File: src/rtl/button_event_queue.sv
// Button press event FIFO with multi-press rejection, sticky overflow and an
// optional player-inactivity timeout (enabled by defining INPUT_TIMEOUT_EN).
module button_event_queue #(
  parameter int unsigned DEPTH          = 8,
  parameter int unsigned TIMEOUT_CYCLES = 300000000
) (
  input  logic       clk,
  input  logic       rst,
  input  logic [4:0] pb_pulse,
  input  logic       clear,
  input  logic       arm,
  input  logic       evt_ready,
  output logic       evt_valid,
  output logic [2:0] evt_code,
  output logic [4:0] fill,
  output logic       overflow,
  output logic       multi_press,
  output logic       timeout
);

  localparam int unsigned NB = 5;
  localparam int unsigned CW = 3;
  localparam int unsigned FW = 5;
  localparam int unsigned AW = (DEPTH > 1) ? $clog2(DEPTH) : 1;

  logic [CW-1:0] mem [DEPTH];
  logic [AW-1:0] rd_ptr;
  logic [AW-1:0] wr_ptr;

  logic [2:0]    ones_c;
  logic [CW-1:0] code_c;
  logic          push_req_c;
  logic          multi_c;
  logic          pop_c;
  logic          full_c;
  logic          push_c;
  logic          drop_c;
  logic [AW-1:0] rd_nxt_c;
  logic [FW-1:0] fill_nxt_c;
  logic [FW-1:0] fill_after_pop_c;
  logic [CW-1:0] head_nxt_c;

  // Decode the pulse vector: bit count and index of the set bit
  always_comb begin
    ones_c = '0;
    code_c = '0;
    for (int i = 0; i < NB; i++) begin
      if (pb_pulse[i]) begin
        code_c = CW'(i);
        ones_c = ones_c + 3'd1;
      end
    end
  end

  assign push_req_c = (ones_c == 3'd1);
  assign multi_c    = (ones_c > 3'd1);

  // Clear discards the same-cycle push and pop entirely
  assign pop_c      = evt_valid && evt_ready && !clear;
  assign full_c     = (fill == FW'(DEPTH));
  assign push_c     = push_req_c && !clear && (!full_c || pop_c);
  assign drop_c     = push_req_c && !clear && full_c && !pop_c;

  assign rd_nxt_c         = rd_ptr + AW'(pop_c);
  assign fill_after_pop_c = fill - FW'(pop_c);
  assign fill_nxt_c       = fill_after_pop_c + FW'(push_c);

  // Next head: the incoming code when it lands in an otherwise empty queue
  always_comb begin
    head_nxt_c = '0;
    if (fill_nxt_c != '0) begin
      if (fill_after_pop_c == '0) begin
        head_nxt_c = code_c;
      end else begin
        head_nxt_c = mem[rd_nxt_c];
      end
    end
  end

  always_ff @(posedge clk) begin
    if (!rst && push_c) begin
      mem[wr_ptr] <= code_c;
    end
  end

  always_ff @(posedge clk) begin
    if (rst) begin
      rd_ptr      <= '0;
      wr_ptr      <= '0;
      fill        <= '0;
      evt_valid   <= 1'b0;
      evt_code    <= '0;
      overflow    <= 1'b0;
      multi_press <= 1'b0;
    end else begin
      multi_press <= multi_c;
      if (clear) begin
        rd_ptr    <= '0;
        wr_ptr    <= '0;
        fill      <= '0;
        evt_valid <= 1'b0;
        evt_code  <= '0;
        overflow  <= 1'b0;
      end else begin
        if (push_c) begin
          wr_ptr <= wr_ptr + AW'(1);
        end
        rd_ptr    <= rd_nxt_c;
        fill      <= fill_nxt_c;
        evt_valid <= (fill_nxt_c != '0);
        evt_code  <= head_nxt_c;
        if (drop_c) begin
          overflow <= 1'b1;
        end
      end
    end
  end

`ifdef INPUT_TIMEOUT_EN
  localparam int unsigned TW = (TIMEOUT_CYCLES > 1) ? $clog2(TIMEOUT_CYCLES) : 1;

  typedef enum logic {
    S_IDLE = 1'b0,
    S_WAIT = 1'b1
  } to_state_t;

  to_state_t     to_state;
  logic [TW-1:0] to_cnt;

  // Inactivity window: arm and accepted pushes restart it, arm beats expiry
  always_ff @(posedge clk) begin
    if (rst) begin
      to_state <= S_IDLE;
      to_cnt   <= '0;
      timeout  <= 1'b0;
    end else begin
      timeout <= 1'b0;
      case (to_state)
        S_IDLE: begin
          to_cnt <= '0;
          if (arm) begin
            to_state <= S_WAIT;
          end
        end
        S_WAIT: begin
          if (arm || push_c) begin
            to_cnt <= '0;
          end else if (to_cnt == TW'(TIMEOUT_CYCLES - 1)) begin
            timeout  <= 1'b1;
            to_state <= S_IDLE;
            to_cnt   <= '0;
          end else begin
            to_cnt <= to_cnt + TW'(1);
          end
        end
      endcase
    end
  end
`else
  logic unused_timeout_cfg;

  assign timeout            = 1'b0;
  assign unused_timeout_cfg = ^{arm, 32'(TIMEOUT_CYCLES)};
`endif

endmodule

File: config.mk
export PLATFORM = sky130hd
export DESIGN_NAME = button_event_queue
export DESIGN_NICKNAME = d
export VERILOG_FILES = /design/src/rtl/button_event_queue.sv
export SDC_FILE = /design/constraint.sdc
export NUM_CORES = 1
export LEC_CHECK = 0
export ABC_AREA = 1
export CAP_MARGIN = 20
export CORE_MARGIN = 4
export CORE_UTILIZATION = 30
export CTS_CLUSTER_SIZE = 16
export DETAILED_ROUTE_END_ITERATION = 8
export DONT_BUFFER_PORTS = 1
export GPL_TIMING_DRIVEN = 0
export SETUP_SLACK_MARGIN = 0.5
export SLEW_MARGIN = 0
export SYNTH_ARGS = -nofsm -noshare
export SYNTH_HDL_FRONTEND = slang
export SYNTH_SLANG_ARGS = --single-unit
File: constraint.sdc
create_clock -name clk -period 4 [get_ports clk]
set_input_delay 0.4 -clock clk [delete_from_list [all_inputs] [get_ports clk]]
set_output_delay 0.4 -clock clk [all_outputs]
set_load 0.02 [all_outputs]
==> results of run 1 <==
## worst max-delay path, stage by stage
cell and delay (ns):
inv_1 0.02, ha_1 0.33, inv_1 0.10, nand2_2 0.06, nand2_1 0.07, inv_1 0.04
ha_1 0.28, nand2_1 0.08, nand2_1 0.07, ha_1 0.27, or2_0 0.22, nand2_1 0.08
nand2_2 0.08, inv_2 0.06, nand3_2 0.08, inv_2 0.10, ha_1 0.18, ha_1 0.21
xnor2_1 0.15, nand3_1 0.09, o21ai_1 0.15, nand2_1 0.15, nand2_1 0.09, inv_1 0.04
## Yosys cell counts, drive strengths merged
| master | number |
|---|---|
| o21ai | 20 |
| a21oi | 5 |
| nand3b | 1 |
| or2 | 2 |
| ha | 11 |
| buf | 3 |
| edfxtp | 24 |
| o22ai | 2 |
| xnor2 | 3 |
| conb | 1 |
| nand3 | 26 |
| inv | 43 |
| nand4 | 2 |
| xor2 | 2 |
| nor2 | 42 |
| nand2 | 49 |
| clkinv | 2 |
| dfxtp | 17 |
## registers in the layout, summed over array words and instances (netlist names)
signal       cells
mem             24
fill             5
evt_code         3
rd_ptr           3
wr_ptr           3
evt_valid        1
multi_press      1
overflow         1
## worst max path at each step
| stage | from | endpoint | slack (ns) |
|---|---|---|---|
| floorplan | pb_pulse[0] | evt_code[2] | 0.81 |
| global placement | pb_pulse[0] | evt_code[0] | 0.52 |
| detailed placement | pb_pulse[0] | evt_code[1] | 0.47 |
| CTS | pb_pulse[0] | evt_code[0] | 0.78 |
| global route | pb_pulse[0] | evt_code[0] | 0.54 |
| finish | pb_pulse[0] | evt_code[0] | 0.80 |
## cell families (layout without fill, tap and decap cells)
logic type	Yosys count	after routing	synth area share, %
AOI/OAI and AO/OA	27	27	6.651
other	1	1	0.1764
and+or+nand+nor	122	122	25.96
DFF	41	41	49.91
buffers and inverters	48	56	8.770
adders and majority gates	11	11	6.474
xor gates and xnor gates	5	5	2.060
## cell usage in the layout (no fill, tap or decap)
| cell | synthesis | routed |
|---|---|---|
| or2_0 | 1 | 1 |
| nor2_4 | 1 | 1 |
| ha_1 | 11 | 11 |
| nand3_1 | 23 | 23 |
| nand2_2 | 2 | 2 |
| buf_2 | 2 | 2 |
| nand3_2 | 3 | 3 |
| a21oi_2 | 1 | 1 |
| o22ai_1 | 2 | 2 |
| edfxtp_1 | 24 | 24 |
| nand4_1 | 2 | 2 |
| inv_2 | 5 | 5 |
| xnor2_1 | 3 | 3 |
| inv_4 | 0 | 1 |
| o21ai_0 | 18 | 18 |
| clkinv_1 | 2 | 2 |
| nor2_2 | 5 | 5 |
| or2_2 | 1 | 1 |
| nand2_1 | 46 | 46 |
| clkbuf_1 | 0 | 1 |
| clkbuf_8 | 0 | 5 |
| dfxtp_1 | 17 | 17 |
| conb_1 | 1 | 1 |
| nand2_4 | 1 | 1 |
| clkinvlp_4 | 0 | 1 |
| a21oi_1 | 4 | 4 |
| buf_4 | 1 | 1 |
| xor2_1 | 2 | 2 |
| nor2_1 | 36 | 36 |
| o21ai_1 | 2 | 2 |
| inv_1 | 38 | 38 |
| nand3b_1 | 1 | 1 |
## power groups by stage
| stage | sequential [mW] | clock (mW) | combinational (mW) |
|---|---|---|---|
| final | 0.461 | 0.265 | 0.0889 |
| after CTS | 0.461 | 0.279 | 0.0906 |
| after global placement | 0.471 | 0 | 0.0877 |
| after detailed placement | 0.471 | 0 | 0.0902 |
| after floorplan | 0.470 | 0 | 0.0726 |
| after global routing | 0.461 | 0.295 | 0.104 |
## routing by layer
layer / up-vias / GRT usage (%) / wire (um)
li1: 832 / - / -
met1: 707 / 12.25 / 1865
met2: 26 / 16.55 / 1861
met3: 4 / 3.035 / 195
met4: 0 / 4.084 / 63
met5: - / 0 / 0
## area by class of cell
type	count	area (um^2)	area share, %
Sequential cell	41	1061	45.49
Multi-Input combinational cell	166	878.3	37.66
Inverter	45	168.9	7.242
Tap cell	96	120.1	5.150
Clock buffer	6	72.57	3.112
Buffer	3	17.52	0.7511
Clock inverter	2	13.76	0.5901
## metrics by stage
stage	util (%)	std cells	hold WS (ns)	total power, mW	instance area (um^2)
6_report	34.14	359	0.1660	0.8148	2332
5_1_grt	34.14	359	0.1493	0.8603	2332
4_1_cts	34.14	359	0.1514	0.8308	2332
3_5_place_dp	32.88	351	0.4770	0.5610	2246
3_3_place_gp	32.88	351	0.4743	0.5587	2246
2_1_floorplan	-	255	0.4720	0.5426	2126
==> results.yml, run 1 <==
placement:
  post-place-ws_ns: 0.4658
  port_buffers: 0
  gp_congestion: 0.7733
  dp_hpwl_um: 3114
sta:
  setup_violations: 0
  fin_worst_skew_ns: 0.005805
  fin_ws_ns: 0.7963
  rsz0062_at_grt: "no"
  fin_crit_sh_pct: 80.09
  hold_viol_final: 0
  fin_crit_ns: 3.204
  slew_headroom_pct: 47.07
  drv_slew: 0
  tightest_slew_ns: 0.7940
  fin_tns_setup_ns: 0
  max_freq_ghz: 0.3121
clock_network:
  insertion_delay_ns: 0.29
  cts_tree: "yes"
  cts_buffer_depth: 2
  cts.sinks: 41
  cts_max_level: 2
  post_cts_buffers: 0
  post_cts_resized: 0
  cts_hold_buf: 0
  clk_pin_slew_ns: 0.08
  cts_made_buffers: 5
  cts_root_buf: "clkbuf_8"
worst_setup_path:
  critPathRequiredTime_ns: 4.19
  crit_arrival_ns: 3.40
  r2r-end: "evt_code[0]"
  end_kind: "flip-flop"
  worstPathMaxFanout: 4
  path_class: "primary input to flip-flop"
  r2r_cells: 13
  r2r_slack_ns: 1.51
  worst_setup_path_start_kind: "primary input"
  crit-reg2reg-launch: "fill[2]"
logic_synthesis:
  synth_area_per_cell_um2: 8.336
  ys_types: 28
  synth_seq_cells: 41
  postSynthCellCount: 255
  synthesis.area_um2: 2126
  yosysSeqAreaShare_pct: 49.91
  yosysTopAreaCellShare_pct: 33.90
  yosysWarnings: 0
  synthTopCellsByArea: "edfxtp_1, dfxtp_1, nand2_1"
  yosysTopAreaCell: "edfxtp_1"
  synth_nets: 276
power:
  peakVddDrop_v: 0.0001300
  p_leak_nw: 1.028
  p_switching_mw: 0.2089
  combPwrFrac_pct: 10.9
  p_int_mw: 0.6059
  clkPwrFrac_pct: 32.5
  seq_power_share_pct: 56.6
  pwr_density_cell_nw_per_um2: 349.4
  swShare_pct: 25.64
run_status:
  outcome: "complete, no violations"
floorplan:
  fp.dieH_um: 92.18
  io_pins: 22
  rows: 30
  start_util_pct: 31.12
  core_area_um2: 6832
  die-area_um2: 8497
  die_w_um: 92.18
flow_run:
  maxCapViolCount: 0
detailed_routing:
  wire_per_inst_um: 11.10
  drtAntennaViolNets: 0
  drc: 0
  drtIter0Drc: 81
  first_pass_iters: 4
  num_vias: 1569
  via_per_inst: 4.370
  totalWireLength_um: 3985
finish:
  drive_gt1_share_pct: 11.03
  nets: 283
  n_fill_cell: 743
  syn_to_final_growth_pct: 9.712
  diodes: 0
worst_hold_path:
  hold_path.class: "primary input to flip-flop"
  min_to: "multi_press"
  hp-start: "rst"
  hold_depth: 1
global_route:
  antenna_found_initial: 0
  grt_pass1_vias: 1490
  grt_start_max_net_pins: 15
  grt_pass1_wl_um: 6720
  gr-total-overflow: 0
  track_usage_pct: 10.07
Note: power is estimated with default switching activity, not from simulation.
==> run 2: changes to the inputs <==
- clock period: 4 -> 3.1 ns (I/O delays scaled with it)
==> results.yml, run 2 (synthesized netlist as in run 1, its figures left out) <==
floorplan:
  die-area_um2: 8497
  rows: 30
  start_util_pct: 31.12
  io_pins: 22
  fp.dieH_um: 92.18
  core_area_um2: 6832
  die_w_um: 92.18
sta:
  hold_slack_ns: 0.06920
  max_freq_ghz: 0.3866
  hold_viol_final: 0
  fin_ws_ns: 0.5131
  fin_crit_ns: 2.587
  fin_worst_skew_ns: 0.008670
  rsz0062_at_grt: "yes"
  setup_violations: 0
  drv_slew: 0
  slew_headroom_pct: 46.88
  tightest_slew_ns: 0.7968
  fin_tns_setup_ns: 0
  fin_crit_sh_pct: 83.45
worst_setup_path:
  crit_chain: "inv_8 > ha_4 > inv_2 > nand2_2 > nand2_2 > inv_2 > ha_4 > nand2_4 > nand2_4 > ha_4 > or2_0 > nand2_1 > nand2_2 > inv_2 > nand3_4 > inv_4 > ha_4 > ha_4 > xnor2_4 > nand3_2 > o21ai_2 > nand2_2 > nand2_1 > inv_1"
  cp_top_family: "adder cells"
  critPathRequiredTime_ns: 3.30
  worst_setup_path_start_kind: "primary input"
  crit_arrival_ns: 2.78
  path_class: "primary input to flip-flop"
  crit_top_cell: "ha_4"
  end_kind: "flip-flop"
  worstPathMaxFanout: 4
  max_stage_delay_ns: 0.24
  worst-path-buf-inv: 6
  cp_slowest_cell: "ha_4"
power:
  pwr_density_cell_nw_per_um2: 430.1
  peakVddDrop_v: 0.0001556
  p_leak_nw: 1.076
  p_total_mw: 1.095
placement:
  gp_congestion: 0.7905
  placed_area_um2: 2306
  post-place-ws_ns: -0.01752
  dp_hpwl_um: 3201
  port_buffers: 0
clock_network:
  cts_made_buffers: 5
  cts_tree: "yes"
  cts.sinks: 41
  cts_buffer_depth: 2
  cts_hold_buf: 0
  cts_root_buf: "clkbuf_8"
  cts_max_level: 2
  insertion_delay_ns: 0.30
  clk_pin_slew_ns: 0.08
global_route:
  gr-total-overflow: 0
  grt_pass1_vias: 1584
  track_usage_pct: 10.75
  grt_pass1_wl_um: 7327
  antenna_found_initial: 0
  grt_start_max_net_pins: 15
flow_run:
  maxCapViolCount: 0
finish:
  largest_register_ff_count: 24
  design_area_um2: 2545
  n_fill_cell: 711
  syn_to_final_growth_pct: 19.72
  final_common_cell: "nand2_1"
  nets: 291
  reg_top3: "mem: 24 flops, fill: 5 flops"
  diodes: 0
  drive_gt1_share_pct: 21.03
  mostFrequentLayoutCells: "nand2_1, nor2_1, inv_1"
  regMostFlops: "mem"
detailed_routing:
  first_pass_iters: 4
  num_vias: 1601
  via_per_inst: 4.362
  drc: 0
  totalWireLength_um: 4348
  drtIter0Drc: 55
  drtAntennaViolNets: 0
  wire_per_inst_um: 11.85
worst_hold_path:
  hold_path.class: "primary input to flip-flop"
run_status:
  outcome: "complete, no violations"
==> run 2: final cells by class <==
type / instances / area (um^2) / area share [%]
tap: 96 / 120.1 / 4.720
clock inverter: 1 / 7.507 / 0.2950
clock buffer: 7 / 76.32 / 2.999
sequential: 41 / 1061 / 41.69
timing repair buffer: 8 / 60.06 / 2.360
multi-input combinational: 166 / 1011 / 39.72
inverter: 45 / 191.4 / 7.522
buffer: 3 / 17.52 / 0.6883
==> run 2: power by group <==
part | total [mW] | switching, mW | leakage, nW | internal, mW
combinational | 0.159 | 0.0938 | 0.683 | 0.0653
clock | 0.340 | 0.181 | 0.0385 | 0.159
sequential | 0.595 | 0.0112 | 0.355 | 0.584
total | 1.09 | 0.286 | 1.08 | 0.809
==> run 2: what timing repair did <==
| action | CTS | global route |
|---|---|---|
| pin swaps | 15 | 4 |
| gates resized for setup | 12 | 10 |
| endpoints found under the setup margin | 4 | 5 |
| setup buffers | 6 | 2 |
==> run 2: routing by layer <==
| layer | wire length, um | vias to the layer above | GRT usage [%] | share of wire, % |
|---|---|---|---|---|
| met5 | 0 | - | 0 | 0 |
| met4 | 81 | 0 | 4.455 | 1.9 |
| met3 | 167 | 7 | 2.543 | 3.8 |
| met2 | 2049 | 27 | 16.91 | 47 |
| met1 | 2049 | 720 | 14.11 | 47 |
| li1 | - | 847 | - | - |
==> run 2: final timing paths <==
check / from / cells past startpoint / endpoint / slack [ns]
min: rst / 1 / multi_press / 0.07
max: pb_pulse[0] / 24 / evt_code[1] / 0.51
max reg2reg: fill[2] / 13 / evt_code[1] / 0.84
min reg2reg: wr_ptr[2] / 2 / wr_ptr[2] / 0.54
==> run 2: per-stage QoR <==
| stage | util [%] | cells |
|---|---|---|
| 5_1_grt | 37.25 | 367 |
| 4_1_cts | 36.37 | 365 |
| 2_1_floorplan | - | 255 |
| 3_3_place_gp | 33.75 | 351 |
| 3_5_place_dp | 33.75 | 351 |
| 6_report | 37.25 | 367 |
